File: src/rtl/snake_pkg.sv
// Shared direction encoding and helpers for the snake direction input path.
package snake_pkg;

  localparam logic [1:0] DIR_UP    = 2'b00;
  localparam logic [1:0] DIR_DOWN  = 2'b01;
  localparam logic [1:0] DIR_LEFT  = 2'b10;
  localparam logic [1:0] DIR_RIGHT = 2'b11;

  localparam int unsigned DEBOUNCE_DEFAULT = 32'd50_000;
  localparam int unsigned CNT_W_DEFAULT    = 32'd16;

  // Reversal partner: flipping the low bit pairs UP/DOWN and LEFT/RIGHT.
  function automatic logic [1:0] opposite(input logic [1:0] d);
    return d ^ 2'b01;
  endfunction

  // Returns {up, down, left, right}.
  function automatic logic [3:0] dir_onehot(input logic [1:0] d);
    logic [3:0] oh;
    case (d)
      DIR_UP:    oh = 4'b1000;
      DIR_DOWN:  oh = 4'b0100;
      DIR_LEFT:  oh = 4'b0010;
      DIR_RIGHT: oh = 4'b0001;
      default:   oh = 4'b0001;
    endcase
    return oh;
  endfunction

endpackage

File: src/rtl/snake_dir_input_btn_debounce.sv
// One push-button conditioner: 2-FF synchroniser, restartable debounce counter,
// accepted level and a one-cycle rising-edge press pulse.
module btn_debounce #(
  parameter int unsigned DEBOUNCE_CYCLES = 32'd50_000,
  parameter int unsigned CNT_W           = 32'd16
) (
  input  logic clk,
  input  logic reset,
  input  logic btn,
  output logic press
);

  logic             sync1_r;
  logic             sync2_r;
  logic             stable_r;
  logic             stable_d_r;
  logic [CNT_W-1:0] cnt_r;

  // Synchronise, debounce and delay the accepted level for edge detection.
  always_ff @(posedge clk) begin
    if (reset) begin
      sync1_r    <= 1'b0;
      sync2_r    <= 1'b0;
      stable_r   <= 1'b0;
      stable_d_r <= 1'b0;
      cnt_r      <= '0;
    end else begin
      sync1_r    <= btn;
      sync2_r    <= sync1_r;
      stable_d_r <= stable_r;
      if (sync2_r != stable_r) begin
        if (cnt_r == CNT_W'(DEBOUNCE_CYCLES - 32'd1)) begin
          stable_r <= sync2_r;
          cnt_r    <= '0;
        end else begin
          cnt_r <= cnt_r + {{(CNT_W-1){1'b0}}, 1'b1};
        end
      end else begin
        // Any agreement with the accepted level restarts the count.
        cnt_r <= '0;
      end
    end
  end

  assign press = stable_r & ~stable_d_r;

endmodule

File: src/rtl/snake_dir_input.sv
// Turns four raw direction buttons into one clean, legal, one-hot direction
// that only changes on the snake core's game-step strobe.
module snake_dir_input
  import snake_pkg::*;
#(
  parameter int unsigned DEBOUNCE_CYCLES = DEBOUNCE_DEFAULT,
  parameter int unsigned CNT_W           = CNT_W_DEFAULT
) (
  input  logic       clk,
  input  logic       reset,
  input  logic       btn_up,
  input  logic       btn_down,
  input  logic       btn_left,
  input  logic       btn_right,
  input  logic       step_tick,
  output logic       up,
  output logic       down,
  output logic       left,
  output logic       right,
  output logic [1:0] dir,
  output logic       dir_changed
);

  // Bit index equals the direction code, so the winner's index is its code.
  logic [3:0] btn_raw_s;
  logic [3:0] press_s;

  logic [1:0] dir_r;
  logic [3:0] onehot_r;
  logic [1:0] pending_r;
  logic       pending_valid_r;
  logic       dir_changed_r;

  logic       req_valid_s;
  logic [1:0] req_dir_s;
  logic       req_legal_s;
  logic       pending_legal_s;
  logic [1:0] dir_next_s;
  logic [1:0] pending_next_s;
  logic       pending_valid_next_s;
  logic       commit_s;

  assign btn_raw_s = {btn_right, btn_left, btn_down, btn_up};

  for (genvar i = 0; i < 4; i++) begin : g_btn
    btn_debounce #(
      .DEBOUNCE_CYCLES(DEBOUNCE_CYCLES),
      .CNT_W          (CNT_W)
    ) u_btn (
      .clk  (clk),
      .reset(reset),
      .btn  (btn_raw_s[i]),
      .press(press_s[i])
    );
  end

  // Fixed-priority arbitration of same-cycle presses: up > down > left > right.
  always_comb begin
    req_valid_s = 1'b0;
    req_dir_s   = DIR_UP;
    if (press_s[0]) begin
      req_valid_s = 1'b1;
      req_dir_s   = DIR_UP;
    end else if (press_s[1]) begin
      req_valid_s = 1'b1;
      req_dir_s   = DIR_DOWN;
    end else if (press_s[2]) begin
      req_valid_s = 1'b1;
      req_dir_s   = DIR_LEFT;
    end else if (press_s[3]) begin
      req_valid_s = 1'b1;
      req_dir_s   = DIR_RIGHT;
    end else begin
      req_valid_s = 1'b0;
      req_dir_s   = DIR_UP;
    end
  end

  assign req_legal_s     = req_valid_s && (req_dir_s != dir_r) && (req_dir_s != opposite(dir_r));
  assign pending_legal_s = (pending_r != dir_r) && (pending_r != opposite(dir_r));

  // Capture into the pending slot between ticks; commit at most once per tick.
  always_comb begin
    dir_next_s           = dir_r;
    pending_next_s       = pending_r;
    pending_valid_next_s = pending_valid_r;
    commit_s             = 1'b0;
    if (step_tick) begin
      pending_valid_next_s = 1'b0;
      if (req_legal_s) begin
        dir_next_s = req_dir_s;
        commit_s   = 1'b1;
      end else if (pending_valid_r && pending_legal_s) begin
        dir_next_s = pending_r;
        commit_s   = 1'b1;
      end else begin
        commit_s = 1'b0;
      end
    end else if (req_legal_s) begin
      pending_next_s       = req_dir_s;
      pending_valid_next_s = 1'b1;
    end else begin
      pending_valid_next_s = pending_valid_r;
    end
  end

  // Direction state and registered outputs.
  always_ff @(posedge clk) begin
    if (reset) begin
      dir_r           <= DIR_RIGHT;
      onehot_r        <= 4'b0001;
      pending_r       <= DIR_UP;
      pending_valid_r <= 1'b0;
      dir_changed_r   <= 1'b0;
    end else begin
      dir_r           <= dir_next_s;
      onehot_r        <= dir_onehot(dir_next_s);
      pending_r       <= pending_next_s;
      pending_valid_r <= pending_valid_next_s;
      dir_changed_r   <= commit_s;
    end
  end

  assign {up, down, left, right} = onehot_r;
  assign dir         = dir_r;
  assign dir_changed = dir_changed_r;

endmodule
File: config.mk
export PLATFORM = sky130hd
export DESIGN_NAME = snake_dir_input
export DESIGN_NICKNAME = d
export VERILOG_FILES = /design/src/rtl/snake_pkg.sv /design/src/rtl/snake_dir_input_btn_debounce.sv /design/src/rtl/snake_dir_input.sv
export SDC_FILE = /design/constraint.sdc
export NUM_CORES = 1
export LEC_CHECK = 0
export CAP_MARGIN = 40
export CORE_MARGIN = 1
export CORE_UTILIZATION = 50
export CTS_CLUSTER_DIAMETER = 100
export DETAILED_ROUTE_END_ITERATION = 12
export GPL_ROUTABILITY_DRIVEN = 0
export PLACE_DENSITY = 0.73
export RECOVER_POWER = 100
export SYNTH_ARGS = -nofsm -noshare
export SYNTH_HDL_FRONTEND = slang
export SYNTH_SLANG_ARGS = --single-unit
File: constraint.sdc
create_clock -name clk -period 2.8 [get_ports clk]
set_clock_uncertainty 0.1 [all_clocks]
set_input_delay 0.7 -clock clk [delete_from_list [all_inputs] [get_ports clk]]
set_output_delay 0.7 -clock clk [all_outputs]
set_load 0.05 [all_outputs]
* Word-level counts from Yosys, hierarchy flattened
Index checks and enable logic that the tools add are counted.
Storage, ports and cells: flip-flop bits (word level) 90, bits in latches 0, memory bits (writable) 0, bits in read-only memories 0, bits of input ports 7, word-level logic and storage cells 88, memories kept 0
Operators by class: add/subtract/negate cells 4, multipliers 0, div/mod/pow operators 0, $lt $le $gt $ge 0, eq/ne operators 15, shifts and indexed selects 0, muxes and demuxes 14, bitwise gates (word level) 14, reductions and logical operators 16
Operators by type and width (count):
- 16-bit by 1-bit adder with 16-bit output, second input constant | 4
- 16-bit equality test, second input constant | 4
- 4-bit case mux with 4 select lines | 1
- 2-bit 2-to-1 mux | 7
- 3-bit OR reduction | 4
- 1-bit NOT | 10
- 2-bit AND reduction | 5
- 2-bit != test | 4
- 1-bit 2-to-1 mux | 6
- 1-bit AND | 4
- 2-bit equality test, second input constant | 2
- 1-bit logical AND | 4
- 1-bit != test | 4
- 2-bit OR reduction | 2
- 2-bit by 1-bit equality test with 1-bit output, second input constant | 1
- 2-bit logical NOT | 1

* Logic depth before layout (Yosys ltp)
Gate-level depths: netlist of the first run.
word-level depth 13, gate-level depth with buffers 7

* Modules after synthesis
A second synthesis of the first run with hierarchy kept.
Unflattened totals: cells, all modules 423, area, all modules 4162.7 um2
By module, submodules not included:
- btn_debounce | instances 4, cells each 93, area each 914.6 um2, sequential area each 400.4 um2
- snake_dir_input | instances 1, cells each 51, area each 504.2 um2, sequential area each 200.2 um2

* Worst setup path before layout of the first run
OpenSTA, ideal clock, no wires.
path kind reg-to-reg, start register g_btn[0].u_btn.cnt_r[11], end register g_btn[0].u_btn.cnt_r[15], data arrival time 1786 ps, data required time 2585 ps, slack 800 ps, stages on the path, launching flop included 7, buffers on the path 2, clock period less this slack 2000 ps, cells stage by stage dfxtp_1 -> or4b_2 -> nor4_1 -> or2_2 -> buf_2 -> buf_6 -> nor2_1
On the way: cells in the longest elaborated chain, start to end 2, elaborated cells between the ends (all ways) 3, those cells by class add/sub (1); eq/ne (1); reduce/logical (1)
Ends and longest elaborated chain:
- start: declaration | line snake_dir_input_btn_debounce.sv:17 | logic [CNT_W-1:0] cnt_r;
- start signal: assignment | line snake_dir_input_btn_debounce.sv:36 | cnt_r <= cnt_r + {{(CNT_W-1){1'b0}}, 1'b1};
- parallel branches: the longest is 2 deep, another holds 16-bit by 1-bit adder with 16-bit output
Several ways; the timed one is not identified. A chain may end at the register's enable or synchronous reset.

* Final worst setup path of the first run
start register dir_r[1], in the netlist dir[1], end output port dir[1]
RTL lines:
- start: declaration | line snake_dir_input.sv:28 | logic [1:0] dir_r;
- start signal: assignment | line snake_dir_input.sv:116 | dir_r <= dir_next_s;
- end: declaration | line snake_dir_input.sv:20 | output logic [1:0] dir,
No word-level cell between the ends.

==> flow_metrics.env, run 1 <==
export IMPL_vias_per_cell=5.38
export IMPL_design_area_um2=4270
export IMPL_synth_seq_cells=90
export IMPL_num_nets_final=454
export IMPL_grt_pass1_wl_mm=11.9
export IMPL_syn_num_nets=443
export IMPL_worstPathRequired_ns=2.00
export IMPL_overflow=0
export IMPL_cp_end_kind="primary output"
export IMPL_path_cells="clkdlybuf4s50_1"
export IMPL_finalSetupTns_ns=0
export IMPL_pre_cts_slack_ns=0.280
export IMPL_hold_ws_ns=0.340
export IMPL_power_density_nw_per_um2=518
export IMPL_first_pass_iters=4
export IMPL_grt_max_degree=21
export IMPL_antenna_cells=0
export IMPL_area_growth_pct=10.3
export IMPL_pin_count=14
export IMPL_outcome="finished clean"
export IMPL_final_seq_area_um2=1800
export IMPL_rows=31
export IMPL_maxCapViolCount=0
export IMPL_max_slew_margin_rel=0.320
export IMPL_num_vias=2945
export IMPL_cts_buffers=9
export IMPL_synth_edf_count=0
export IMPL_drt_wl_total_mm=6.56
export IMPL_grt_usage=0.177
export IMPL_cts_buffer_depth=2
export IMPL_start_util=0.525
export IMPL_final_antenna_net_count=0
export IMPL_min_period_over_period=0.943
export IMPL_die_w_um=90.0
export IMPL_antenna_found_initial=0
export IMPL_tightestPinTransition_ns=0.995
export IMPL_syn_inst=432
export IMPL_syn_avg_cell_area_um2=8.95
export IMPL_cts_setup_buffers=0
export IMPL_clkLatencyLatePin_ns=0.36
export IMPL_dpl_hpwl_mm=4.37
export IMPL_cts_hold_buf=0
export IMPL_ys_flop_type="dfxtp_1"
export IMPL_cts_root_buf="clkbuf_8"
export IMPL_max_stage_delay_ns=0.89
export IMPL_p_leak_nw=1.32
export IMPL_rsz0062_at_grt="no"
export IMPL_die_h_um=90.0
export IMPL_cts_htree_levels=3
export IMPL_critPathLaunchType="flop"
export IMPL_place_area_um2=4070
export IMPL_worstSetupPathType="flop to primary output"
export IMPL_hold_class="flop to flop"
export IMPL_cts_resized=0
export IMPL_portBuffers=13
export IMPL_dieArea_um2=8090
export IMPL_crit_family="buffers and inverters"
export IMPL_coreArea_um2=7370
export IMPL_yosysWarnings=0
export IMPL_critPathBufInv=1
export IMPL_mostFrequentLayoutCell="dfxtp_1"
export IMPL_worst_path_max_fanout=14
export IMPL_synth_distinct_cells=48
export IMPL_peakVddDrop_mv=0.238
export IMPL_cp_arrival_ns=1.84
export IMPL_tritoncts="yes"
export IMPL_synthesis_area_um2=3870
export IMPL_setup_viol=0
export IMPL_async_flop_share=0
export IMPL_cts_sinks=90
export IMPL_clkTransAtPathRegs_ns=0.08
export IMPL_layout_common_cells="dfxtp_1, nor2_1, xnor2_1, nand3_1, xor2_1"
export IMPL_multi_input_area_um2=1950
export IMPL_maxSlewViolCount=0
export IMPL_first_global_vias=2687
export IMPL_ys_seq_area_frac=0.466
export IMPL_drive_gt1_frac=0.0558
export IMPL_drc=0
export IMPL_hold_viol_final=0
export IMPL_drt_iter0_drc=141
export IMPL_crit_slowest_cell="clkdlybuf4s50_1"
export IMPL_setup_ws_ns=0.160
export IMPL_fillers=654
export IMPL_routedWlPerCell_um=12.0
export IMPL_min_period_ns=2.64
export IMPL_timing_fmax_mhz=379
==> synthesized netlist by cell type, types with 3 or more instances <==
cell type / instances / area share
dfxtp_1: 90 / 0.47
nor2_1: 70 / 0.068
xnor2_1: 36 / 0.082
nand3_1: 25 / 0.032
xor2_1: 21 / 0.048
nand4_1: 19 / 0.031
nand2_1: 17 / 0.016
nor2b_1: 15 / 0.024
nor3_1: 14 / 0.018
clkbuf_1: 13 / 0.013
inv_1: 12 / 0.012
nor4_1: 11 / 0.018
a21oi_1: 10 / 0.013
and3_1: 8 / 0.013
o21ai_0: 8 / 0.010
or3_1: 7 / 0.011
and4_1: 5 / 0.011
nand2b_1: 5 / 0.0081
o31ai_1: 5 / 0.0097
ha_1: 4 / 0.013
a211oi_1: 3 / 0.0058
mux2i_1: 3 / 0.0078
==> final cells by class <==
cell class / count / area share
multi-input cells: 314 / 0.456
repair buffers: 16 / 0.0343
well taps: 99 / 0.0290
clock inverters: 7 / 0.0182
clock buffers: 9 / 0.0290
flip-flops and latches: 90 / 0.422
inverters: 12 / 0.0106
==> per-layer routing <==
metal / share of wire / vias up / GRT usage
met1: 0.51 / 1354 / 0.236
li1: - / 1523 / -
met2: 0.44 / 56 / 0.277
met4: 0.020 / 0 / 0.0874
met5: 0 / - / 0
met3: 0.032 / 12 / 0.0313
==> cells by family after synthesis <==
family                   count (synthesis)  share of synthesized area
AND/OR/NAND/NOR                        211                      0.285
flip-flops                              90                      0.466
XOR/XNOR                                57                      0.129
AO/OA/AOI/OAI                           39                     0.0689
buffers and inverters                   28                     0.0304
adder cells (fa/ha/maj)                  4                     0.0129
multiplexers                             3                    0.00776
==> stage by stage <==
stage	power (W)	instances	utilization
floorplan	0.00134	432	-
global placement	0.00136	531	0.552
detailed placement	0.00136	531	0.552
CTS	0.00224	547	0.580
global route	0.00230	547	0.579
finish	0.00221	547	0.579
==> final timing paths <==
kind	start	end	slack, ns	cells past startpoint
max	dir[1]$_SDFF_PP1_	dir[1]	0.16	1
min	g_btn[3].u_btn.sync1_r$_SDFF_PP0_	g_btn[3].u_btn.sync2_r$_SDFF_PP0_	0.34	1
max reg2reg	g_btn[1].u_btn.cnt_r[13]$_SDFF_PP0_	g_btn[1].u_btn.cnt_r[6]$_SDFF_PP0_	0.56	4
min reg2reg	g_btn[3].u_btn.sync1_r$_SDFF_PP0_	g_btn[3].u_btn.sync2_r$_SDFF_PP0_	0.34	1
==> state kept, by name (all words and copies together) (netlist names) <==
register and cells:
g_btn.u_btn.sync2_r 4, g_btn.u_btn.sync1_r 4, pending_valid_r 1, dir 2
g_btn.u_btn.cnt_r 64, dir_changed 1, onehot_r 4, pending_r 2
g_btn.u_btn.stable_r 4, g_btn.u_btn.stable_d_r 4
==> power by group <==
group	switching, W	internal, W
clock network	0.000468	0.000416
registers	0.00000360	0.00129
logic	0.0000204	0.0000147
total	0.000492	0.00172
No activity file was read; power rests on OpenSTA's default activity.
==> run 2, diff against run 1 <==
--- a/config.mk
+++ b/config.mk
@@ -7,11 +7,11 @@
 export LEC_CHECK = 0
 export CAP_MARGIN = 40
 export CORE_MARGIN = 1
-export CORE_UTILIZATION = 50
+export CORE_UTILIZATION = 40
 export CTS_CLUSTER_DIAMETER = 100
 export DETAILED_ROUTE_END_ITERATION = 12
 export GPL_ROUTABILITY_DRIVEN = 0
-export PLACE_DENSITY = 0.73
+export PLACE_DENSITY = 0.62
 export RECOVER_POWER = 100
 export SYNTH_ARGS = -nofsm -noshare
 export SYNTH_HDL_FRONTEND = slang
==> run 2 against run 1 <==
Against the previous run: wire length increased by 2.1%; fmax is 1.1% lower; final cell count rose by 5.9%; die area increased by 24%; core utilization fell by 11 points; sequential cell count unchanged; worst setup slack lost 0.030 ns; register-to-register slack worse by 0.09 ns; count of clock-buffer cells in the layout grew 1; sequential power barely moved; sequential share of layout area decreased by 0.56 points; largest power group unchanged; highest routed layer unchanged.
==> flow_metrics.env, run 2 (synthesis results as in run 1) <==
export IMPL_crit_family="buffers and inverters"
export IMPL_worstPathRequired_ns=2.00
export IMPL_pin_count=14
export IMPL_p_leak_nw=1.34
export IMPL_max_slew_margin_rel=0.309
export IMPL_timing_rr_start="g_btn[1].u_btn.cnt_r[7]$_SDFF_PP0_"
export IMPL_internal_power_w=0.00181
export IMPL_cts_root_buf="clkbuf_8"
export IMPL_critPathBufInv=1
export IMPL_fillers=921
export IMPL_num_vias=2892
export IMPL_drive_gt1_frac=0.0511
export IMPL_ff2ff_path_depth=4
export IMPL_grt_pass1_wl_mm=11.6
export IMPL_dpl_hpwl_mm=4.51
export IMPL_min_period_ns=2.67
export IMPL_cts_buffer_depth=2
export IMPL_cts_resized=0
export IMPL_antenna_cells=0
export IMPL_r2r_end="g_btn[1].u_btn.cnt_r[4]$_SDFF_PP0_"
export IMPL_largest_register_ff_count=64
export IMPL_tritoncts="yes"
export IMPL_cts_sinks=90
export IMPL_power_w=0.00229
export IMPL_dieArea_um2=10100
export IMPL_coreArea_um2=9280
export IMPL_grt_max_degree=17
export IMPL_fin_cells=579
export IMPL_crit_slowest_cell="clkdlybuf4s50_1"
export IMPL_min_period_over_period=0.954
export IMPL_clockPowerShare=0.423
export IMPL_worstSetupPathType="flop to primary output"
export IMPL_drc=0
export IMPL_p_switching_w=0.000488
export IMPL_mostFrequentLayoutCell="dfxtp_1"
export IMPL_cts_setup_buffers=0
export IMPL_start_util=0.417
export IMPL_tightestPinTransition_ns=1.01
export IMPL_first_global_vias=2647
export IMPL_rsz0062_at_grt="no"
export IMPL_fin_util=0.466
export IMPL_grt_usage=0.143
export IMPL_cts_htree_levels=3
export IMPL_r2r_slack_ns=0.47
export IMPL_clkLatencyLatePin_ns=0.37
export IMPL_outcome="finished clean"
export IMPL_rows=35
export IMPL_largest_register="g_btn.u_btn.cnt_r"
export IMPL_portBuffers=13
export IMPL_die_w_um=100
export IMPL_placed_cells=563
export IMPL_routedWlPerCell_um=11.6
export IMPL_antenna_found_initial=0
export IMPL_cp_arrival_ns=1.87
export IMPL_timing_fmax_mhz=374
export IMPL_drt_wl_total_mm=6.69
export IMPL_critPathLaunchType="flop"
export IMPL_pre_cts_slack_ns=0.290
export IMPL_finalSetupTns_ns=0
export IMPL_hold_class="flop to flop"
export IMPL_hold_end="g_btn[1].u_btn.sync2_r$_SDFF_PP0_"
export IMPL_maxSlewViolCount=0
export IMPL_cts_hold_buf=0
export IMPL_hold_viol_final=0
export IMPL_cts_buffers=9
export IMPL_hold_path_depth=1
export IMPL_power_density_nw_per_um2=531
export IMPL_switching_share=0.213
export IMPL_clkTransAtPathRegs_ns=0.08
export IMPL_drt_iter0_drc=72
export IMPL_area_growth_pct=11.8
export IMPL_max_stage_delay_ns=0.90
export IMPL_setup_ws_ns=0.129
export IMPL_path_cells="clkdlybuf4s50_1"
export IMPL_cp_end_kind="primary output"
export IMPL_peakVddDrop_mv=0.288
export IMPL_vias_per_cell=4.99
export IMPL_final_antenna_net_count=0
export IMPL_layout_common_cells="dfxtp_1, nor2_1, xnor2_1, nand3_1, xor2_1"
export IMPL_seq_power_share=0.562
export IMPL_num_nets_final=456
export IMPL_setup_viol=0
export IMPL_maxCapViolCount=0
export IMPL_worst_path_max_fanout=14
export IMPL_hold_path_startpoint="g_btn[1].u_btn.sync1_r$_SDFF_PP0_"
export IMPL_combPwrFrac=0.015
export IMPL_die_h_um=100
export IMPL_overflow=0
export IMPL_first_pass_iters=4
-- run 2: worst max path at each step --
| stage | depth (start not counted) | startpoint | to | slack [ns] |
|---|---|---|---|---|
| 6_report | 1 | dir[1]$_SDFF_PP1_ | dir[1] | 0.13 |
| 5_1_grt | 1 | dir[1]$_SDFF_PP1_ | dir[1] | 0.08 |
| 4_1_cts | 1 | dir[1]$_SDFF_PP1_ | dir[1] | 0.14 |
| 3_5_place_dp | 5 | step_tick | onehot_r[0]$_SDFF_PP1_ | 0.29 |
| 3_3_place_gp | 5 | step_tick | onehot_r[0]$_SDFF_PP1_ | 0.34 |
| 2_1_floorplan | 6 | g_btn[0].u_btn.cnt_r[11]$_SDFF_PP0_ | g_btn[0].u_btn.cnt_r[15]$_SDFF_PP0_ | 0.80 |
-- run 2: layout make-up --
class                           instances  area [um2]  share of cell area
Sequential cell                        90        1800               0.417
Clock inverter                          6        90.1              0.0208
Clock buffer                           10         128              0.0295
Multi-Input combinational cell        314        1940               0.449
Tap cell                              129         161              0.0373
Inverter                               12        45.0              0.0104
Timing Repair Buffer                   18         154              0.0356
-- run 2: layer usage --
| layer | vias to the layer above | GRT usage | part of all wire |
|---|---|---|---|
| met4 | 0 | 0.0647 | 0.020 |
| met2 | 31 | 0.227 | 0.43 |
| met5 | - | 0 | 0 |
| met1 | 1320 | 0.185 | 0.53 |
| li1 | 1529 | - | - |
| met3 | 12 | 0.0348 | 0.027 |
-- run 2: power by group through the flow --
stage                     combinational [W]  clock [W]  sequential [W]
after CTS                         0.0000389   0.000993         0.00129
after detailed placement          0.0000387          0         0.00132
after global placement            0.0000384          0         0.00132
after floorplan                   0.0000219          0         0.00132
after global routing              0.0000404    0.00104         0.00129
final                             0.0000354   0.000970         0.00129
-- run 2: through the flow --
step                      area, um2  hold WS (ns)
after floorplan                3870         0.314
after global placement         4120         0.319
after detailed placement       4120         0.327
after CTS                      4340         0.347
after global routing           4320         0.358
final                          4320         0.343
